[src/rtl/alu_result_buffer.sv]
// rtl/alu_result_buffer.sv - show-ahead FIFO holding ALU results with their opcode tag and flags
module alu_result_buffer #(
  parameter int DEPTH = 4,
  parameter int WIDTH = 8
) (
  input  logic                     clk,
  input  logic                     rst_n,
  input  logic                     in_valid,
  output logic                     in_ready,
  input  logic [WIDTH-1:0]         in_data,
  input  logic [2:0]               in_sel,
  input  logic [3:0]               in_flags,
  output logic                     out_valid,
  input  logic                     out_ready,
  output logic [WIDTH-1:0]         out_data,
  output logic [2:0]               out_sel,
  output logic [3:0]               out_flags,
  output logic [$clog2(DEPTH):0]   count,
  input  logic                     sticky_clr,
  output logic [3:0]               sticky_flags,
  output logic [7:0]               push_cnt
);

  localparam int AW = $clog2(DEPTH);
  localparam logic [AW:0] DEPTH_C = (AW+1)'(DEPTH);

  logic [WIDTH-1:0] data_mem [DEPTH];
  logic [2:0]       sel_mem  [DEPTH];
  logic [3:0]       flag_mem [DEPTH];

  logic [AW-1:0] wr_ptr_q, wr_ptr_d;
  logic [AW-1:0] rd_ptr_q, rd_ptr_d;
  logic [AW:0]   count_q, count_d;
  logic [3:0]    sticky_q, sticky_d;
  logic [7:0]    push_cnt_q, push_cnt_d;
  logic          push, pop;

  // Handshake depends only on registered occupancy, so out_ready never reaches in_ready.
  assign in_ready  = (count_q < DEPTH_C);
  assign out_valid = (count_q != '0);
  assign push      = in_valid && in_ready;
  assign pop       = out_valid && out_ready;

  always_comb begin
    wr_ptr_d   = wr_ptr_q;
    rd_ptr_d   = rd_ptr_q;
    count_d    = count_q;
    sticky_d   = sticky_q;
    push_cnt_d = push_cnt_q;
    if (push) wr_ptr_d = wr_ptr_q + AW'(1);
    if (pop)  rd_ptr_d = rd_ptr_q + AW'(1);
    case ({push, pop})
      2'b10:   count_d = count_q + (AW+1)'(1);
      2'b01:   count_d = count_q - (AW+1)'(1);
      default: count_d = count_q;
    endcase
    // A clear coinciding with a push leaves exactly that push's flags.
    if (sticky_clr) sticky_d = push ? in_flags : 4'b0000;
    else if (push)  sticky_d = sticky_q | in_flags;
    if (push && push_cnt_q != 8'hFF) push_cnt_d = push_cnt_q + 8'd1;
  end

  always_ff @(posedge clk or negedge rst_n) begin
    if (!rst_n) begin
      wr_ptr_q   <= '0;
      rd_ptr_q   <= '0;
      count_q    <= '0;
      sticky_q   <= 4'b0000;
      push_cnt_q <= 8'd0;
    end else begin
      wr_ptr_q   <= wr_ptr_d;
      rd_ptr_q   <= rd_ptr_d;
      count_q    <= count_d;
      sticky_q   <= sticky_d;
      push_cnt_q <= push_cnt_d;
    end
  end

  always_ff @(posedge clk) begin
    if (push) begin
      data_mem[wr_ptr_q] <= in_data;
      sel_mem[wr_ptr_q]  <= in_sel;
      flag_mem[wr_ptr_q] <= in_flags;
    end
  end

  assign out_data     = data_mem[rd_ptr_q];
  assign out_sel      = sel_mem[rd_ptr_q];
  assign out_flags    = flag_mem[rd_ptr_q];
  assign count        = count_q;
  assign sticky_flags = sticky_q;
  assign push_cnt     = push_cnt_q;

endmodule

[config.mk]
export PLATFORM = sky130hd
export DESIGN_NAME = alu_result_buffer
export DESIGN_NICKNAME = d
export VERILOG_FILES = /design/src/rtl/alu_result_buffer.sv
export SDC_FILE = /design/constraint.sdc
export NUM_CORES = 1
export LEC_CHECK = 0
export CORE_MARGIN = 2
export CORE_UTILIZATION = 56
export DETAILED_ROUTE_END_ITERATION = 10
export PLACE_DENSITY = 0.83
export SYNTH_ARGS = -nofsm -noshare
export SYNTH_HDL_FRONTEND = slang
export SYNTH_SLANG_ARGS = --single-unit
[constraint.sdc]
create_clock -name clk -period 4.9 [get_ports clk]
set_clock_uncertainty 0.15 [all_clocks]
set_input_delay 0.98 -clock clk [delete_from_list [all_inputs] [get_ports clk]]
set_output_delay 0.98 -clock clk [all_outputs]
set_load 0.01 [all_outputs]
==> impl_metrics.yaml <==
sta:
  worst_slew_pin_slew_ns: 0.9996
  period_needed_ns: 3.601
  rsz0062_at_grt: "false"
  maxSlewViolCount: 0
  final.period_utilization_pct: 73.49
  achievable_frequency_ghz: 0.2777
  fin_setup_tns_ns: 0
  slew_headroom_pct: 33.36
  final-setup-viol-count: 0
  timing_hold_violations_final: 0
clock_tree:
  tritoncts_clock_tree: "built"
  clock_path_buffers: 2
  clock_latency_ns: 0.34
  htree_levels: 3
  postCtsResizedCells: 0
  clock_sinks: 79
  clock-root-buffer: "clkbuf_8"
  clkSlewWorstSetupHoldPaths_ns: 0.07
  ctsHoldBuffers: 0
  post-cts-setup-buffers: 0
  cts_made_buffers: 9
critical_path:
  end_kind: "output pin"
  critical_path_arrival_ns: 2.47
  cp_max_fo: 17
  rrSetupSlack_ns: 2.84
  cp-startpoint: "rd_ptr_q[0]$_DFFE_PN0P_"
  worst-endpoint-required_ns: 3.77
  rr_startpoint: "count[0]$_DFFE_PN0P_"
  worst_r2r_endpoint: "count[2]$_DFFE_PN0P_"
  path_class: "reg2out"
  worstRegToRegCells: 8
  start_kind: "register"
yosys:
  ys_seq_area_share_pct: 72.57
  synth_top_cell_by_area: "edfxtp_1"
  synth_largest_type_area_fraction_pct: 57.42
  netlist_area_sq_mm: 0.003138
  syn_warnings: 0
  yosys-top-cells-area: "edfxtp_1 57%, dfrtp_1 15%, mux4_2 11%, ha_1 2.4%, xnor2_1 1.7%"
  synthesized_area_divided_by_synthesized_cell_count_sq_um: 18.24
  syn_nets: 199
  synth.ff_latch_count: 79
  synthCells: 172
  yosysUniqueCellTypes: 29
final_layout:
  number_of_filler_instances_in_the_final_layout: 351
  mostFrequentLayoutCell: "edfxtp_1"
  layout_common_cells: "60 x edfxtp_1, 51 x clkdlybuf4s50_1, 19 x dfrtp_1"
  synthToLayoutAreaGrowth_pct: 26.00
  layout.nets: 256
  finalNonFillerCells: 306
  antenna-diode-count: 0
  postLayoutCoreUtil_pct: 72.25
  drive_above_1_share_pct: 14.96
route:
  avgRoutedWirePerCell_um: 17.91
  finalWirelength_um: 5481
  detail_route.iter0.violations: 98
  routed_via_density: 5.490
  route.vias.total: 1680
  detailedRoute.firstPassIterationCount: 4
  postRouteAntennaNets: 0
  detail_route.drc_violations: 0
grt:
  grt_pass1_vias: 1772
  grt_start_max_net_pins: 20
  grt_remaining_overflow: 0
  grtUsageTotal_pct: 19.18
  grt_antenna_before_repair: 0
  grt_pass1_wl_um: 8638
die:
  fp-row-count: 27
  fp.dieArea_sq_mm: 0.006218
  chipWidth_um: 78.86
  fp.coreArea_sq_mm: 0.005473
  floorplan.io_pins: 52
  chip_height_um: 78.86
  floorplan.initialDensity_pct: 57.34
power:
  swShare_pct: 28.64
  power_switching_mw: 0.6599
  power.clock.fraction_pct: 24.8
  seq_power_share_pct: 43.4
  powerDensity_mw_per_mm2: 582.8
  irDropWorstVdd_mv: 0.3090
  leakage_nw: 1.429
  internal_power_mw: 1.644
  combinational_fraction_of_design_power_pct: 31.9
place:
  port_buffers: 51
  placed_cells_incl_taps: 290
  place_congestion: 0.7227
  dp_hpwl_um: 3599
min_path:
  holdCritPathClass: "reg2reg"
  timing.hold.worst.start: "count[0]$_DFFE_PN0P_"
  hold-path-endpoint: "count[0]$_DFFE_PN0P_"
  worst_hold_path.num_cells: 1
flow_run:
  drv_cap: 0
outcome:
  run_status: "finished clean"
-- worst max-delay path, stage by stage (launching register included) --
cell and delay (ns):
dfrtp_1 1.01, mux4_2 0.62, clkdlybuf4s50_1 0.51
-- metrics by stage --
stage                     hold WS [ns]  power (mW)  instance area, sq um  setup slack, ns
after floorplan                 0.3887       1.405                  3138            2.427
after global placement          0.3671       1.724                  3702            1.633
after detailed placement        0.3577       1.755                  3702            1.599
after CTS                       0.3723       2.328                  3954            1.220
after global routing            0.3821       2.416                  3954            1.136
final                           0.3694       2.304                  3954            1.299
-- Yosys cell counts --
cell and number:
clkbuf_1 1, and2_4 1, nor3_4 1, nor2_1 4
ha_1 6, and2_1 4, and3_1 1, mux2i_1 2
xor2_1 2, a21oi_1 5, nand3_1 2, buf_4 1
mux2_1 2, buf_6 2, a41oi_1 1, xnor2_1 6
buf_2 2, edfxtp_1 60, inv_1 11, nor2b_2 1
nand2_1 12, or3_1 1, fa_1 1, nand4_1 1
inv_4 1, o21ai_0 5, mux4_2 15, dfrtp_1 19
and4_1 2
-- layout make-up --
| type | instances | area, sq um | share of cell area, % |
|---|---|---|---|
| Multi-Input combinational cell | 75 | 769.5 | 19.46 |
| Clock inverter | 4 | 73.82 | 1.867 |
| Tap cell | 72 | 90.09 | 2.278 |
| Clock buffer | 12 | 177.7 | 4.494 |
| Inverter | 12 | 47.55 | 1.203 |
| Sequential cell | 79 | 2277 | 57.59 |
| Timing Repair Buffer | 52 | 518.0 | 13.10 |
-- how the worst max path moves through the flow --
| stage | end | cells after the start |
|---|---|---|
| 3_5_place_dp | out_flags[2] | 2 |
| 3_3_place_gp | out_flags[1] | 2 |
| 4_1_cts | out_flags[2] | 2 |
| 2_1_floorplan | count[2]$_DFFE_PN0P_ | 9 |
| 6_report | out_flags[2] | 2 |
| 5_1_grt | out_flags[1] | 2 |
-- per-layer routing --
layer,track usage [%],wire length (um),vias up
met5,0,0,-
met4,10.00,124,0
met3,3.864,236,13
met2,33.93,2931,59
met1,22.17,2188,851
li1,-,-,757
-- power groups by stage --
stage               Sequential, mW  Combinational (mW)  Clock [mW]
floorplan                    0.950               0.455           0
global placement              1.01               0.715           0
detailed placement            1.02               0.738           0
CTS                           1.00               0.746       0.577
global route                  1.02               0.793       0.602
finish                       0.999               0.734       0.571
-- cell families after synthesis --
family	after synthesis	synth area share, %
flops	79	72.57
simple gates	30	5.264
mux	19	12.12
buf+inv	18	2.911
compound gates	11	1.874
xor+xnor	8	2.233
fa+ha+maj	7	3.030
-- registers in the layout (all words and copies together) (netlist names) --
name and count:
sticky_flags 4, sel_mem 12, data_mem 32, flag_mem 16
push_cnt 8, rd_ptr_q 2, wr_ptr_q 2, count 3
(Power assumes the default switching activity.)
